[config.mk]
export PLATFORM = sky130hd
export DESIGN_NAME = io_reg_f2a_tx_link
export DESIGN_NICKNAME = d
export VERILOG_FILES = /design/src/rtl/io_reg_pkg.sv /design/src/rtl/io_reg_sync_fifo.sv /design/src/rtl/io_reg_f2a_tx_link.sv
export SDC_FILE = /design/constraint.sdc
export NUM_CORES = 1
export LEC_CHECK = 0
export ABC_AREA = 1
export ABC_CLOCK_PERIOD_IN_PS = 2890
export BUFFER_PORTS_ARGS = -buffer_cell sky130_fd_sc_hd__buf_2
export CAP_MARGIN = 15
export CORE_ASPECT_RATIO = 2
export CORE_MARGIN = 5
export CORE_UTILIZATION = 30
export CTS_CLUSTER_DIAMETER = 50
export DETAILED_ROUTE_END_ITERATION = 16
export SLEW_MARGIN = 25
export SYNTH_ARGS = -nofsm -noshare
export SYNTH_HDL_FRONTEND = slang
export SYNTH_SLANG_ARGS = --single-unit
[constraint.sdc]
create_clock -name IQC -period 2.89 [get_ports IQC]
set_input_delay 0.289 -clock IQC [delete_from_list [all_inputs] [get_ports IQC]]
set_output_delay 0.289 -clock IQC [all_outputs]
set_load 0.005 [all_outputs]
[src/rtl/io_reg_pkg.sv]
// Shared types and lane-index helpers for the IO_REG F2A transmit link.
// The OQI lane layout is {toggle, last, data[DATA_W-1:0]}.
package io_reg_pkg;

    typedef enum logic [1:0] {
        IDLE     = 2'd0,
        WAIT_ACK = 2'd1,
        HALT     = 2'd2
    } link_state_e;

    function automatic int lane_last(input int data_w);
        return data_w;
    endfunction

    function automatic int lane_tog(input int data_w);
        return data_w + 1;
    endfunction

endpackage

[src/rtl/io_reg_sync_fifo.sv]
// Single-clock FIFO with occupancy count and a synchronous flush.
// Head word is presented combinationally on rd_data.
module io_reg_sync_fifo #(
    parameter int WIDTH = 17,
    parameter int DEPTH = 4
) (
    input  logic                           IQC,
    input  logic                           QRT,
    input  logic                           push,
    input  logic                           pop,
    input  logic                           flush,
    input  logic [WIDTH-1:0]               wr_data,
    output logic [WIDTH-1:0]               rd_data,
    output logic [$clog2(DEPTH+1)-1:0]     level
);

    localparam int PTR_W = $clog2(DEPTH);
    localparam int LVL_W = $clog2(DEPTH + 1);

    logic [WIDTH-1:0] mem [DEPTH];
    logic [PTR_W-1:0] wr_ptr;
    logic [PTR_W-1:0] rd_ptr;
    logic [LVL_W-1:0] count;

    // NOTE: the storage array carries no reset; pointers and count alone decide which entries are valid.
    always_ff @(posedge IQC) begin
        if (push) begin
            mem[wr_ptr] <= wr_data;
        end
    end

    // NOTE: sequential state is assigned with <= only so every flop samples pre-edge values.
    always_ff @(posedge IQC or posedge QRT) begin
        if (QRT) begin
            wr_ptr <= '0;
            rd_ptr <= '0;
            count  <= '0;
        end else if (flush) begin
            wr_ptr <= '0;
            rd_ptr <= '0;
            count  <= '0;
        end else begin
            if (push) wr_ptr <= wr_ptr + 1'b1;
            if (pop)  rd_ptr <= rd_ptr + 1'b1;
            case ({push, pop})
                2'b10:   count <= count + 1'b1;
                2'b01:   count <= count - 1'b1;
                default: count <= count;
            endcase
        end
    end

    assign rd_data = mem[rd_ptr];
    assign level   = count;

endmodule

[src/rtl/io_reg_f2a_tx_link.sv]
// Fabric-to-ASSP feeder: queues valid/ready words and sends them on the OQI lanes
// with a toggle handshake; a missing echo halts the link until software clears it.
module io_reg_f2a_tx_link
    import io_reg_pkg::*;
#(
    parameter int DATA_W  = 16,
    parameter int DEPTH   = 4,
    parameter int TIMEOUT = 255
) (
    input  logic                       IQC,
    input  logic                       QRT,
    input  logic [DATA_W-1:0]          s_data,
    input  logic                       s_last,
    input  logic                       s_valid,
    output logic                       s_ready,
    output logic [DATA_W+1:0]          OQI_o,
    input  logic                       ack_i,
    input  logic                       err_clr,
    output logic                       busy,
    output logic                       timeout_err,
    output logic [$clog2(DEPTH+1)-1:0] level
);

    localparam int LANE_LAST = lane_last(DATA_W);
    localparam int LANE_TOG  = lane_tog(DATA_W);
    localparam int LVL_W     = $clog2(DEPTH + 1);
    localparam int CNT_W     = (TIMEOUT > 0) ? $clog2(TIMEOUT + 1) : 1;
    localparam logic [CNT_W-1:0] CNT_LAST = (TIMEOUT > 0) ? CNT_W'(TIMEOUT - 1) : '0;

    link_state_e      state;
    link_state_e      state_nxt;
    logic             tog;
    logic [CNT_W-1:0] cnt;
    logic [DATA_W+1:0] oqi_q;
    logic             err_q;
    logic [DATA_W:0]  head;
    logic             push;
    logic             pop;
    logic             flush;
    logic             cnt_inc;
    logic             to_hit;

    assign s_ready = (level < LVL_W'(DEPTH)) && (state != HALT);
    assign push    = s_valid && s_ready;

    io_reg_sync_fifo #(
        .WIDTH (DATA_W + 1),
        .DEPTH (DEPTH)
    ) u_fifo (
        .IQC     (IQC),
        .QRT     (QRT),
        .push    (push),
        .pop     (pop),
        .flush   (flush),
        .wr_data ({s_last, s_data}),
        .rd_data (head),
        .level   (level)
    );

    // NOTE: every output of this block gets a default first, so no path can infer a latch.
    always_comb begin
        state_nxt = state;
        pop       = 1'b0;
        flush     = 1'b0;
        cnt_inc   = 1'b0;
        to_hit    = 1'b0;
        case (state)
            IDLE: begin
                if (level != '0) begin
                    pop       = 1'b1;
                    state_nxt = WAIT_ACK;
                end
            end
            WAIT_ACK: begin
                if (ack_i == tog) begin
                    state_nxt = IDLE;
                end else if (TIMEOUT != 0) begin
                    if (cnt == CNT_LAST) begin
                        to_hit    = 1'b1;
                        state_nxt = HALT;
                    end else begin
                        cnt_inc = 1'b1;
                    end
                end
            end
            HALT: begin
                if (err_clr) begin
                    flush     = 1'b1;
                    state_nxt = IDLE;
                end
            end
            default: state_nxt = IDLE;
        endcase
    end

    always_ff @(posedge IQC or posedge QRT) begin
        if (QRT) begin
            state <= IDLE;
            tog   <= 1'b0;
            cnt   <= '0;
            oqi_q <= '0;
            err_q <= 1'b0;
        end else begin
            state <= state_nxt;
            if (pop) begin
                oqi_q[LANE_TOG]    <= ~tog;
                oqi_q[LANE_LAST:0] <= head;
                tog                <= ~tog;
                cnt                <= '0;
            end
            if (cnt_inc) cnt <= cnt + 1'b1;
            if (to_hit)  err_q <= 1'b1;
            // Re-sync to whatever the ASSP currently echoes so the next send is a real edge.
            if (flush) begin
                tog   <= ack_i;
                err_q <= 1'b0;
            end
        end
    end

    assign OQI_o       = oqi_q;
    assign timeout_err = err_q;
    assign busy        = (level != '0) || (state != IDLE);

endmodule
==> impl_metrics.tcl <==
set metrics [dict create \
    status "finished, final reports clean" \
    postPlaceCellArea_um2 4890 \
    slew_headroom_pct 45.7 \
    area_delta_synth_final_pct 16.2 \
    vdd_ir_drop_max_v 0.000401 \
    ys_warn_count 0 \
    layout_min_cycle_time_ns 1.73 \
    final_common_cell "nor2_1" \
    start_util_pct 30.3 \
    final_cell_mix "nor2_1 (83), edfxtp_1 (68), buf_2 (45)" \
    critPathBufInv 2 \
    routedWlPerCell_um 14.2 \
    syn_area_um2 4460 \
    cp_top_family "buffers and inverters" \
    p_switching_mw 2.06 \
    dr.pass1.iters 4 \
    cts_max_level 3 \
    stdcell_area_um2 5180 \
    path_cells "inv_1 -> nand2_1 -> a21oi_4 -> buf_4 -> nand2_1 -> o21ai_1 -> a21oi_1" \
    tns_ns 0 \
    overflow 0 \
    grt_antenna_before_repair 2 \
    clkPwrFrac_pct 22.3 \
    p_per_area_nw_per_um2 1040 \
    hpwl_mm 6.19 \
    layout.nets 464 \
    multiInputGateArea_um2 1280 \
    vias_per_cell 4.50 \
    worst_setup_path_end_kind "register" \
    slowest_delay_ns 0.51 \
    p_int_mw 3.31 \
    cts_hold_buf 0 \
    crit_type "register to register" \
    arrival_ns 1.94 \
    clockBufferDepth 2 \
    clk_pin_slew_ns 0.07 \
    num_rows 63 \
    grt_pass1_wl_mm 14.6 \
    stdcell_count 636 \
    syn_inst 384 \
    fp.dieH_um 182 \
    clock_latency_ns 0.34 \
    startpoint_type "register" \
    rsz0062_at_grt "no" \
    regArea_um2 2970 \
    drv_slew 0 \
    power_frac_comb_pct 36.2 \
    io_buffers 45 \
    crit_required_ns 3.10 \
    core_um2 14700 \
    leakage_nw 2.02 \
    cts.sink_count 105 \
    seqPwrFrac_pct 41.5 \
    worst_slew_pin_slew_ns 0.813 \
    gp_congestion 0.794 \
    synth_cell_type_count 30 \
    grtUsageTotal_pct 11.1 \
    synth_area_per_cell_um2 11.6 \
    crit_top_cell "nand2_1" \
    vias 2861 \
    ys_ff_latch 105 \
    cts_resized 0 \
    synthesis.nets 413 \
    drt_wl_total_mm 9.05 \
    setup_violations 0 \
    die_w_um 96.2 \
    postCtsSetupBuffers 0 \
    n_fill_cell 1447 \
    hold_path.class "input port to asynchronous set/reset pin" \
    cts_tree "built" \
    grt_max_degree 38 \
    hold_viol_final 0 \
    ys_seq_area_share_pct 66.5 \
    drv_cap 0 \
    slowest_stage "buf_4" \
    drive_gt1_share_pct 25.0 \
    root_buffer "clkbuf_16" \
    ant_nets 0 \
    dr.first_iter.drc_count 158 \
    drc 0 \
    skew_ns 0.00734 \
    fmax_mhz 579 \
    grt_pass1_vias 2987 \
    cts_buffers 9 \
    crit_fanout 37 \
    p_sw_share_pct 38.3 \
    ios 46 \
    dpl.cell_count 619 \
    dieArea_um2 17600 \
    finalCritPeriodShare_pct 59.8 \
]
[registers in the layout, summed over array words and instances (netlist names)]
name and cells:
OQI_o 18, cnt 8, state 2, timeout_err 1, tog 1, u_fifo.level 3, u_fifo.mem 68, u_fifo.rd_ptr 2
u_fifo.wr_ptr 2
[kinds of logic after synthesis]
group	Yosys count	share of synthesized area, %
buf+inv	41	4.71
flops	105	66.5
simple gates	161	15.8
fa+ha+maj	7	2.13
compound gates	65	9.85
xor+xnor	5	0.982
[cell usage after synthesis, drive strengths merged]
cell	number	share of area [%]
a21oi	4	0.70
a31oi	17	4.2
buf	10	2.1
clkbuf	4	0.34
dfrtp	37	21
edfxtp	68	46
fa	1	0.45
ha	6	1.7
inv	27	2.3
nand2	44	3.8
nand3	13	1.7
nand4	2	0.28
nor2	101	9.9
o21ai	44	4.9
or2	1	0.14
xnor2	2	0.39
xor2	3	0.59
[worst paths after layout]
path	start	to	slack [ns]	cells after the start
worst min register to register	OQI_o[17]	OQI_o[17]	0.48	2
worst max register to register	state[0]	u_fifo.rd_ptr[1]	1.16	7
worst max-delay path	state[0]	u_fifo.rd_ptr[1]	1.16	7
max in group asynchronous	QRT	OQI_o[15]	2.11	3
worst min-delay path	QRT	OQI_o[3]	0.09	2
min in group IQC	s_data[10]	u_fifo.mem[0][10]	0.15	1
[through the flow]
step | total power [mW] | worst slack [ns] | util, % | hold WS [ns]
6_report | 5.37 | 1.16 | 35.2 | 0.0925
5_1_grt | 5.77 | 0.952 | 35.2 | 0.142
4_1_cts | 5.45 | 1.13 | 35.2 | 0.122
3_5_place_dp | 4.25 | 1.15 | 33.2 | 0.471
3_3_place_gp | 4.18 | 1.17 | 33.2 | 0.463
2_1_floorplan | 3.75 | 1.04 | - | 0.388
[area by class of cell]
type | count | share of cell area [%]
sequential | 105 | 57.2
multi-input combinational | 238 | 24.7
timing repair buffer | 54 | 5.65
tap | 195 | 4.71
clock buffer | 9 | 4.34
inverter | 27 | 1.95
clock inverter | 7 | 1.33
antenna | 1 | 0.0483
[power by group through the flow]
stage | Sequential [mW] | Clock, mW | Combinational [mW]
finish | 2.23 | 1.20 | 1.94
global route | 2.27 | 1.28 | 2.23
CTS | 2.24 | 1.22 | 1.99
detailed placement | 2.27 | 0 | 1.99
global placement | 2.25 | 0 | 1.93
floorplan | 2.20 | 0 | 1.55
[metal layers]
layer / wire length [um] / global-route usage (%) / up-vias
met1: 3220 / 10.9 / 1392
met5: 11 / 0 / -
met3: 475 / 2.60 / 13
met4: 188 / 5.87 / 2
li1: - / - / 1400
met2: 5150 / 20.4 / 54
No activity file was read; power rests on OpenSTA's default activity.
